--- src/rtl/fwd_pkg.sv ---
// Shared definitions for the forwarding/scoreboard unit: select encoding,
// select-width helper and the per-register pending-write counter type.
package fwd_pkg;

  localparam int FWD_REGFILE    = 0;
  localparam int FWD_STAGE_BASE = 1;

  // Largest supported pending depth; pend_cnt_t is sized from it.
  localparam int PEND_MAX = 3;

  typedef logic [$clog2(PEND_MAX+1)-1:0] pend_cnt_t;

  function automatic int sel_w(input int num_fwd_stages);
    return $clog2(num_fwd_stages + 2);
  endfunction

  // Long write-back bus sits just above the last forwarding stage code.
  function automatic int fwd_long_wb(input int num_fwd_stages);
    return FWD_STAGE_BASE + num_fwd_stages;
  endfunction

endpackage

--- src/rtl/fwd_scoreboard_if.sv ---
// ID/EX-side bundle for the forwarding/scoreboard unit: operand indices,
// forwarding-stage state, long write-back and the select/stall results.
interface fwd_scoreboard_if #(
  parameter int NUM_READ_PORTS = 2,
  parameter int NUM_FWD_STAGES = 3
);
  localparam int SEL_W = fwd_pkg::sel_w(NUM_FWD_STAGES);

  logic [NUM_READ_PORTS*5-1:0]     id_rs;
  logic [NUM_READ_PORTS-1:0]       id_rs_used;
  logic                            id_valid;
  logic [4:0]                      id_rd;
  logic                            id_load_regfile;
  logic                            id_is_long;
  logic                            issue_advance;
  logic                            flush;
  logic [NUM_FWD_STAGES*5-1:0]     stage_rd;
  logic [NUM_FWD_STAGES-1:0]       stage_load_regfile;
  logic [NUM_FWD_STAGES-1:0]       stage_data_ready;
  logic                            long_wb_valid;
  logic [4:0]                      long_wb_rd;
  logic [NUM_READ_PORTS*SEL_W-1:0] fwd_sel;
  logic                            forward_stall;
  logic                            scoreboard_stall;
  logic [31:0]                     busy_vec;
  logic [31:0]                     stall_cycles;

  modport master (
    output id_rs, id_rs_used, id_valid, id_rd, id_load_regfile, id_is_long,
           issue_advance, flush, stage_rd, stage_load_regfile, stage_data_ready,
           long_wb_valid, long_wb_rd,
    input  fwd_sel, forward_stall, scoreboard_stall, busy_vec, stall_cycles
  );

  modport slave (
    input  id_rs, id_rs_used, id_valid, id_rd, id_load_regfile, id_is_long,
           issue_advance, flush, stage_rd, stage_load_regfile, stage_data_ready,
           long_wb_valid, long_wb_rd,
    output fwd_sel, forward_stall, scoreboard_stall, busy_vec, stall_cycles
  );
endinterface

--- src/rtl/sb_counter_array.sv ---
// 32 saturating pending-write counters (x0 never counts) plus busy vector.
// Counts update one cycle after inc/dec; simultaneous inc and dec cancel.
module sb_counter_array
  import fwd_pkg::*;
#(
  parameter int MAX_PENDING = PEND_MAX
) (
  input  logic       clk,
  input  logic       rst_n,
  input  logic       inc_en,
  input  logic [4:0] inc_rd,
  input  logic       dec_en,
  input  logic [4:0] dec_rd,
  output pend_cnt_t  count [32],
  output logic [31:0] busy_vec
);
  localparam pend_cnt_t CNT_MAX = pend_cnt_t'(MAX_PENDING);

  logic [31:0] inc_hit;
  logic [31:0] dec_hit;

  always_comb begin
    inc_hit = '0;
    dec_hit = '0;
    if (inc_en && inc_rd != 5'd0) inc_hit[inc_rd] = 1'b1;
    if (dec_en && dec_rd != 5'd0) dec_hit[dec_rd] = 1'b1;
  end

  always_ff @(posedge clk or negedge rst_n) begin
    if (!rst_n) begin
      for (int r = 0; r < 32; r++) count[r] <= '0;
    end else begin
      for (int r = 0; r < 32; r++) begin
        if (inc_hit[r] && !dec_hit[r] && count[r] != CNT_MAX)
          count[r] <= count[r] + 1'b1;
        else if (dec_hit[r] && !inc_hit[r] && count[r] != '0)
          count[r] <= count[r] - 1'b1;
      end
    end
  end

  always_comb begin
    busy_vec = '0;
    for (int r = 0; r < 32; r++) busy_vec[r] = (count[r] != '0);
  end

  // A write-back with nothing pending means the long unit and the scoreboard disagree.
  always @(posedge clk) begin
    if (rst_n && dec_hit[dec_rd] && !inc_hit[dec_rd])
      assert (count[dec_rd] != '0)
        else $error("sb_counter_array: write-back to x%0d with no pending write", dec_rd);
  end

endmodule

--- src/rtl/fwd_scoreboard.sv ---
// Multi-stage operand forwarding plus long-latency scoreboard with RAW/WAW stalls.
// Selects and stalls are combinational; pending counts and stall counter are registered.
module fwd_scoreboard
  import fwd_pkg::*;
#(
  parameter int NUM_READ_PORTS = 2,
  parameter int NUM_FWD_STAGES = 3,
  parameter int MAX_PENDING    = PEND_MAX
) (
  input  logic clk,
  input  logic rst_n,
  fwd_scoreboard_if.slave bus
);
  localparam int SEL_W = sel_w(NUM_FWD_STAGES);
  localparam int FWD_LONG_WB = fwd_long_wb(NUM_FWD_STAGES);
  localparam pend_cnt_t CNT_MAX = pend_cnt_t'(MAX_PENDING);

  pend_cnt_t   count [32];
  logic [31:0] wb_vec;
  logic [31:0] pend_block;
  logic [NUM_READ_PORTS*SEL_W-1:0] sel_flat;
  logic [4:0]       rs;
  logic             hit;
  logic             rdy;
  logic [SEL_W-1:0] sel;
  logic fwd_stall;
  logic raw_stall;
  logic waw_stall;
  logic sat_stall;
  logic sb_stall;
  logic issue;

  // A register blocks unless its only pending write is landing this cycle.
  always_comb begin
    wb_vec     = '0;
    pend_block = '0;
    if (bus.long_wb_valid) wb_vec[bus.long_wb_rd] = 1'b1;
    for (int r = 0; r < 32; r++)
      pend_block[r] = (count[r] != '0) && !((count[r] == pend_cnt_t'(1)) && wb_vec[r]);
  end

  always_comb begin
    sel_flat  = '0;
    fwd_stall = 1'b0;
    raw_stall = 1'b0;
    rs        = '0;
    hit       = 1'b0;
    rdy       = 1'b1;
    sel       = SEL_W'(FWD_REGFILE);
    for (int p = 0; p < NUM_READ_PORTS; p++) begin
      rs  = bus.id_rs[p*5 +: 5];
      hit = 1'b0;
      rdy = 1'b1;
      sel = SEL_W'(FWD_REGFILE);
      // Walk oldest to youngest so the youngest matching stage wins.
      for (int k = NUM_FWD_STAGES-1; k >= 0; k--) begin
        if (bus.stage_load_regfile[k] && bus.stage_rd[k*5 +: 5] == rs) begin
          hit = 1'b1;
          rdy = bus.stage_data_ready[k];
          sel = SEL_W'(FWD_STAGE_BASE + k);
        end
      end
      if (!hit && wb_vec[rs]) sel = SEL_W'(FWD_LONG_WB);
      if (bus.id_valid && bus.id_rs_used[p] && rs != 5'd0) begin
        sel_flat[p*SEL_W +: SEL_W] = sel;
        if (hit && !rdy) fwd_stall = 1'b1;
        if (pend_block[rs]) raw_stall = 1'b1;
      end
    end
  end

  // Long ops may stack on one rd (they retire in order); only short writers see WAW.
  assign waw_stall = bus.id_valid && bus.id_load_regfile && !bus.id_is_long &&
                     bus.id_rd != 5'd0 && pend_block[bus.id_rd];
  assign sat_stall = bus.id_valid && bus.id_is_long && count[bus.id_rd] == CNT_MAX;
  assign sb_stall  = raw_stall || waw_stall || sat_stall;
  assign issue     = bus.id_valid && bus.issue_advance && !bus.flush && !fwd_stall && !sb_stall;

  sb_counter_array #(.MAX_PENDING(MAX_PENDING)) u_counters (
    .clk      (clk),
    .rst_n    (rst_n),
    .inc_en   (issue && bus.id_is_long && bus.id_load_regfile),
    .inc_rd   (bus.id_rd),
    .dec_en   (bus.long_wb_valid),
    .dec_rd   (bus.long_wb_rd),
    .count    (count),
    .busy_vec (bus.busy_vec)
  );

  always_ff @(posedge clk or negedge rst_n) begin
    if (!rst_n)
      bus.stall_cycles <= '0;
    else if (bus.id_valid && (fwd_stall || sb_stall))
      bus.stall_cycles <= bus.stall_cycles + 32'd1;
  end

  assign bus.fwd_sel          = sel_flat;
  assign bus.forward_stall    = fwd_stall;
  assign bus.scoreboard_stall = sb_stall;

endmodule
--- src/flat_wrapper.sv ---
// flat-port wrapper written by rule: the top's interface ports become plain ports
module fwd_scoreboard_flat import fwd_pkg::*;
#(
  parameter int NUM_READ_PORTS = 2,
  parameter int NUM_FWD_STAGES = 3,
  parameter int MAX_PENDING    = PEND_MAX
)
  (clk, rst_n, bus_id_rs, bus_id_rs_used, bus_id_valid, bus_id_rd, bus_id_load_regfile, bus_id_is_long, bus_issue_advance, bus_flush, bus_stage_rd, bus_stage_load_regfile, bus_stage_data_ready, bus_long_wb_valid, bus_long_wb_rd, bus_fwd_sel, bus_forward_stall, bus_scoreboard_stall, bus_busy_vec, bus_stall_cycles);
  fwd_scoreboard_if #(.NUM_READ_PORTS(NUM_READ_PORTS), .NUM_FWD_STAGES(NUM_FWD_STAGES)) bus_i ();
  input  logic clk;
  input  logic rst_n;
  input wire logic [$bits(bus_i.id_rs)-1:0] bus_id_rs;
  input wire logic [$bits(bus_i.id_rs_used)-1:0] bus_id_rs_used;
  input wire logic [$bits(bus_i.id_valid)-1:0] bus_id_valid;
  input wire logic [$bits(bus_i.id_rd)-1:0] bus_id_rd;
  input wire logic [$bits(bus_i.id_load_regfile)-1:0] bus_id_load_regfile;
  input wire logic [$bits(bus_i.id_is_long)-1:0] bus_id_is_long;
  input wire logic [$bits(bus_i.issue_advance)-1:0] bus_issue_advance;
  input wire logic [$bits(bus_i.flush)-1:0] bus_flush;
  input wire logic [$bits(bus_i.stage_rd)-1:0] bus_stage_rd;
  input wire logic [$bits(bus_i.stage_load_regfile)-1:0] bus_stage_load_regfile;
  input wire logic [$bits(bus_i.stage_data_ready)-1:0] bus_stage_data_ready;
  input wire logic [$bits(bus_i.long_wb_valid)-1:0] bus_long_wb_valid;
  input wire logic [$bits(bus_i.long_wb_rd)-1:0] bus_long_wb_rd;
  output wire logic [$bits(bus_i.fwd_sel)-1:0] bus_fwd_sel;
  output wire logic [$bits(bus_i.forward_stall)-1:0] bus_forward_stall;
  output wire logic [$bits(bus_i.scoreboard_stall)-1:0] bus_scoreboard_stall;
  output wire logic [$bits(bus_i.busy_vec)-1:0] bus_busy_vec;
  output wire logic [$bits(bus_i.stall_cycles)-1:0] bus_stall_cycles;
  assign bus_i.id_rs = bus_id_rs;
  assign bus_i.id_rs_used = bus_id_rs_used;
  assign bus_i.id_valid = bus_id_valid;
  assign bus_i.id_rd = bus_id_rd;
  assign bus_i.id_load_regfile = bus_id_load_regfile;
  assign bus_i.id_is_long = bus_id_is_long;
  assign bus_i.issue_advance = bus_issue_advance;
  assign bus_i.flush = bus_flush;
  assign bus_i.stage_rd = bus_stage_rd;
  assign bus_i.stage_load_regfile = bus_stage_load_regfile;
  assign bus_i.stage_data_ready = bus_stage_data_ready;
  assign bus_i.long_wb_valid = bus_long_wb_valid;
  assign bus_i.long_wb_rd = bus_long_wb_rd;
  assign bus_fwd_sel = bus_i.fwd_sel;
  assign bus_forward_stall = bus_i.forward_stall;
  assign bus_scoreboard_stall = bus_i.scoreboard_stall;
  assign bus_busy_vec = bus_i.busy_vec;
  assign bus_stall_cycles = bus_i.stall_cycles;
  fwd_scoreboard #(.NUM_READ_PORTS(NUM_READ_PORTS), .NUM_FWD_STAGES(NUM_FWD_STAGES), .MAX_PENDING(MAX_PENDING)) u_core (.clk(clk), .rst_n(rst_n), .bus(bus_i));
endmodule
--- config.mk ---
export PLATFORM = sky130hd
export DESIGN_NAME = fwd_scoreboard_flat
export DESIGN_NICKNAME = d
export VERILOG_FILES = /design/src/rtl/fwd_pkg.sv /design/src/rtl/fwd_scoreboard_if.sv /design/src/rtl/sb_counter_array.sv /design/src/rtl/fwd_scoreboard.sv /design/src/flat_wrapper.sv
export SDC_FILE = /design/constraint.sdc
export NUM_CORES = 1
export LEC_CHECK = 0
export CAP_MARGIN = 20
export CORE_ASPECT_RATIO = 0.5
export CORE_UTILIZATION = 55
export CTS_CLUSTER_DIAMETER = 100
export DETAILED_ROUTE_END_ITERATION = 8
export HOLD_SLACK_MARGIN = 0.06
export PLACE_DENSITY_LB_ADDON = 0.05
export SYNTH_ARGS = -nofsm -noshare
export SYNTH_HDL_FRONTEND = slang
export SYNTH_SLANG_ARGS = --single-unit
export TNS_END_PERCENT = 20
--- constraint.sdc ---
create_clock -name clk -period 5.4 [get_ports clk]
set_clock_uncertainty 0.05 [all_clocks]
set_input_delay 0.81 -clock clk [delete_from_list [all_inputs] [get_ports clk]]
set_output_delay 0.81 -clock clk [all_outputs]
set_load 0.005 [all_outputs]
==> metrics.md <==
| Metric | Value |
|---|---|
| Outcome | `complete, no violations` |
| Vias in the first global route | `9,748` |
| CP max FO | `17` |
| Yosys top cell by area | `dfrtp_1` |
| Layout fillers | `1,457` |
| Syn Inst Count | `1,183` |
| Fin crit share | `96.8%` |
| Syn-to-layout area delta | `18.0%` |
| CTS tree | `built` |
| Vias per cell | `6.66` |
| Setup tns final | `0 ns` |
| # Post-CTS Setup Buffers | `0` |
| Area contributors post-synth | `dfrtp_1 (23%), ha_1 (12%), mux2i_1 (5.3%), xnor2_1 (4.3%), xor2_1 (4.3%)` |
| Peak VDD IR | `0.213 mV` |
| Leakage power | `5.31 nW` |
| Top_reg_cell synth | `dfrtp_1` |
| Row cnt | `34` |
| NumNets Final | `1,444` |
| Ant diodes | `0` |
| CTS root buf | `clkbuf_16` |
| Slew @ Worst Pin | `0.828 ns` |
| Max-slew violation count | `0` |
| Maxcap violations | `0` |
| Mapped Nets | `1,330` |
| Post-CTS Hold Buffers | `0` |
| Sequential area share after synthesis | `23.3%` |
| Startpoint types | `primary input` |
| IO Pins | `123` |
| Clock buffer depth | `2` |
| Final setup viols | `0` |
| Min-delay worst type | `flip-flop to flip-flop` |
| Worst slack at placement | `0.242 ns` |
| Worst R2R Setup Slack | `1.73 ns` |
| Vias | `10,229` |
| Placed Cells | `1,520` |
| Initial Utilization | `57.7%` |
| Share of async-settable or async-resettable flops after synthesis | `100%` |
| Post-synth cell types | `89` |
| F_max | `191 MHz` |
| Ys Warns | `0` |
| DRC violations left | `0` |
| Register bit count reported by yosys | `96` |
| Syn avg cell area | `8.70 um^2` |
| RD Place Congestion | `1.05` |
| Slew margin rel. | `44.6%` |
| Ratio of cells with drive above 1 in the final layout | `10.2%` |
| H-tree levels | `3` |
| GRT Total Usage | `37.5%` |
| Cell Pwr Density | `234 mW/mm^2` |
| Synth top area share | `23.3%` |
| Die Height | `98.7 um` |
| Global route overflow | `0` |
| Critical path class | `primary input to output port` |
| Initial antenna violation count | `0` |
| Final Hold Viols | `0` |
| Total CTS buffers | `9` |
| Min Tclk post-route | `5.23 ns` |
| Drt pass-1 iters | `6` |
| CTS Sinks | `96` |
| # resized after CTS | `0` |
| Final Util | `68.1%` |
| Routed len/inst | `23.3 um` |
| Type of destination of the critical path | `output port` |
| Largest net degree at the start of global routing | `79` |
| Worst-skew pair later-pin latency | `0.36 ns` |
| Core box area | `0.0178 mm^2` |
| Area taken by multi-input logic gates | `0.00707 mm^2` |
| DP Area | `0.0118 mm^2` |
| Worst path arrival time | `4.37 ns` |
| RSZ-0062 raised after global routing | `no` |
| Iter 0 DRT Violations | `1,275` |
| Req. time, crit path | `4.54 ns` |
| First-pass GRT wire length | `55.4 mm` |
| Fin worst setup slack | `0.173 ns` |
| Post-route ant nets | `0` |
| Dpl hpwl | `27.3 mm` |
| Final WL | `35.7 mm` |
| DIE AREA | `0.0193 mm^2` |
| Post-synth EDFFs | `0` |
| IO Port Bufs | `122` |
| Non-Filler Instances | `1,536` |
| Synth Cell Area | `0.0103 mm^2` |
| Chip Width | `195 um` |
| Reg clk slew, reported paths | `0.08 ns` |
| Final instance area | `0.0121 mm^2` |
| Register area | `0.00240 mm^2` |
[where the power goes]
part / total (mW) / switching (mW) / internal [mW]
Clock: 0.648 / 0.316 / 0.332
Sequential: 0.959 / 0.150 / 0.809
Combinational: 1.23 / 0.668 / 0.560
[Yosys cell counts (5+ instances only)]
library cell    n
buf_2          36
o21ai_0        10
nand2b_1        7
or2_2           5
buf_4           9
o2111ai_1       5
nor3_4          6
clkbuf_1       18
o31ai_1         6
xor2_1         51
and3_1         19
o311a_1         6
ha_1           96
a311oi_1       13
o22ai_1        29
a21oi_1        28
a311o_1         9
a221oi_1        8
nor3b_1        11
nor3_1         41
a211o_1         9
o21a_1         12
or3_1           5
nor2_1         66
mux2i_1        54
dfrtp_1        96
o41ai_1         7
xnor2_1        51
inv_1         110
nand4_1        25
nor4_1         19
buf_6           9
nor2b_1         6
nand3_1        37
o221ai_1        6
a22oi_1         6
a31oi_1        35
nand2_1        85
mux4_2         12
o21ai_1         5
and2_1         12
[registers in the layout (all words and copies together) (netlist names)]
name / flops
u_core.bus.stall_cycles: 32
u_core.u_counters.count: 64
[layout make-up]
type	count	area share (%)
sequential	96	19.8
clock buffer	10	1.97
clock inverter	6	0.433
timing repair buffer	178	13.8
tap	234	2.41
multi-input combinational	902	58.2
inverter	110	3.40
[metrics by stage]
step / total power [mW] / hold slack, ns
5_1_grt: 2.98 / 0.409
6_report: 2.84 / 0.397
3_5_place_dp: 2.16 / 0.379
4_1_cts: 2.81 / 0.395
3_3_place_gp: 2.13 / 0.381
2_1_floorplan: 1.64 / 0.399
[kinds of logic (layout without fill, tap and decap cells)]
family                     Yosys count  in the layout  share of synthesized area [%]
and+or+nand+nor                    383            383                           20.8
buffers and inverters              185            304                           8.17
muxes                               70             70                           8.32
AOI/OAI and AO/OA                  251            251                           19.0
DFF                                 96             96                           23.3
xor gates and xnor gates           102            102                           8.68
adders and majority gates           96             96                           11.7
[layer usage]
metal | track usage, % | vias to the layer above | share of wire, %
met5 | 0 | - | 0
met4 | 7.81 | 0 | 1.3
met3 | 8.59 | 50 | 11
met2 | 54.7 | 646 | 41
met1 | 56.0 | 4957 | 46
li1 | - | 4576 | -
[final timing paths]
path                            cells after the start                                    start                                      end
worst max-delay path                               10                        bus_long_wb_rd[2]                     bus_scoreboard_stall
min in group asynchronous                           1                                    rst_n  u_core.u_counters.count[10]$_DFFE_PN0P_
worst min register to register                      0  u_core.u_counters.count[62]$_DFFE_PN0P_  u_core.u_counters.count[62]$_DFFE_PN0P_
worst max register to register                     11  u_core.u_counters.count[24]$_DFFE_PN0P_  u_core.u_counters.count[11]$_DFFE_PN0P_
worst min-delay path                                0  u_core.u_counters.count[62]$_DFFE_PN0P_  u_core.u_counters.count[62]$_DFFE_PN0P_
max in group asynchronous                           2                                    rst_n   u_core.bus.stall_cycles[9]$_DFFE_PN0P_
[cells in the final DEF, fill, tap and decap left out, drive strengths merged, types with 12 or more instances in the layout]
master	n
o22ai	31
a311oi	13
clkdlybuf4s50	120
nor2	67
inv	112
nor4	24
nor3	50
and3	19
o21ai	15
a31oi	35
xnor2	51
nor3b	12
nand3	37
ha	96
buf	58
o21a	12
mux4	12
nand4	26
and2	12
dfrtp	96
a21oi	28
nand2	85
xor2	51
mux2i	54
[critical path, cell delays in order]
cell and delay, ns:
clkdlybuf4s50_1 0.88, nor4bb_2 0.38, buf_4 0.26, a31oi_1 0.14
mux4_2 0.53, mux2_2 0.29, nor3_2 0.18, o31ai_4 0.08
or2_2 0.35, clkdlybuf4s50_1 0.47
Power figures use the tool's default switching activity.
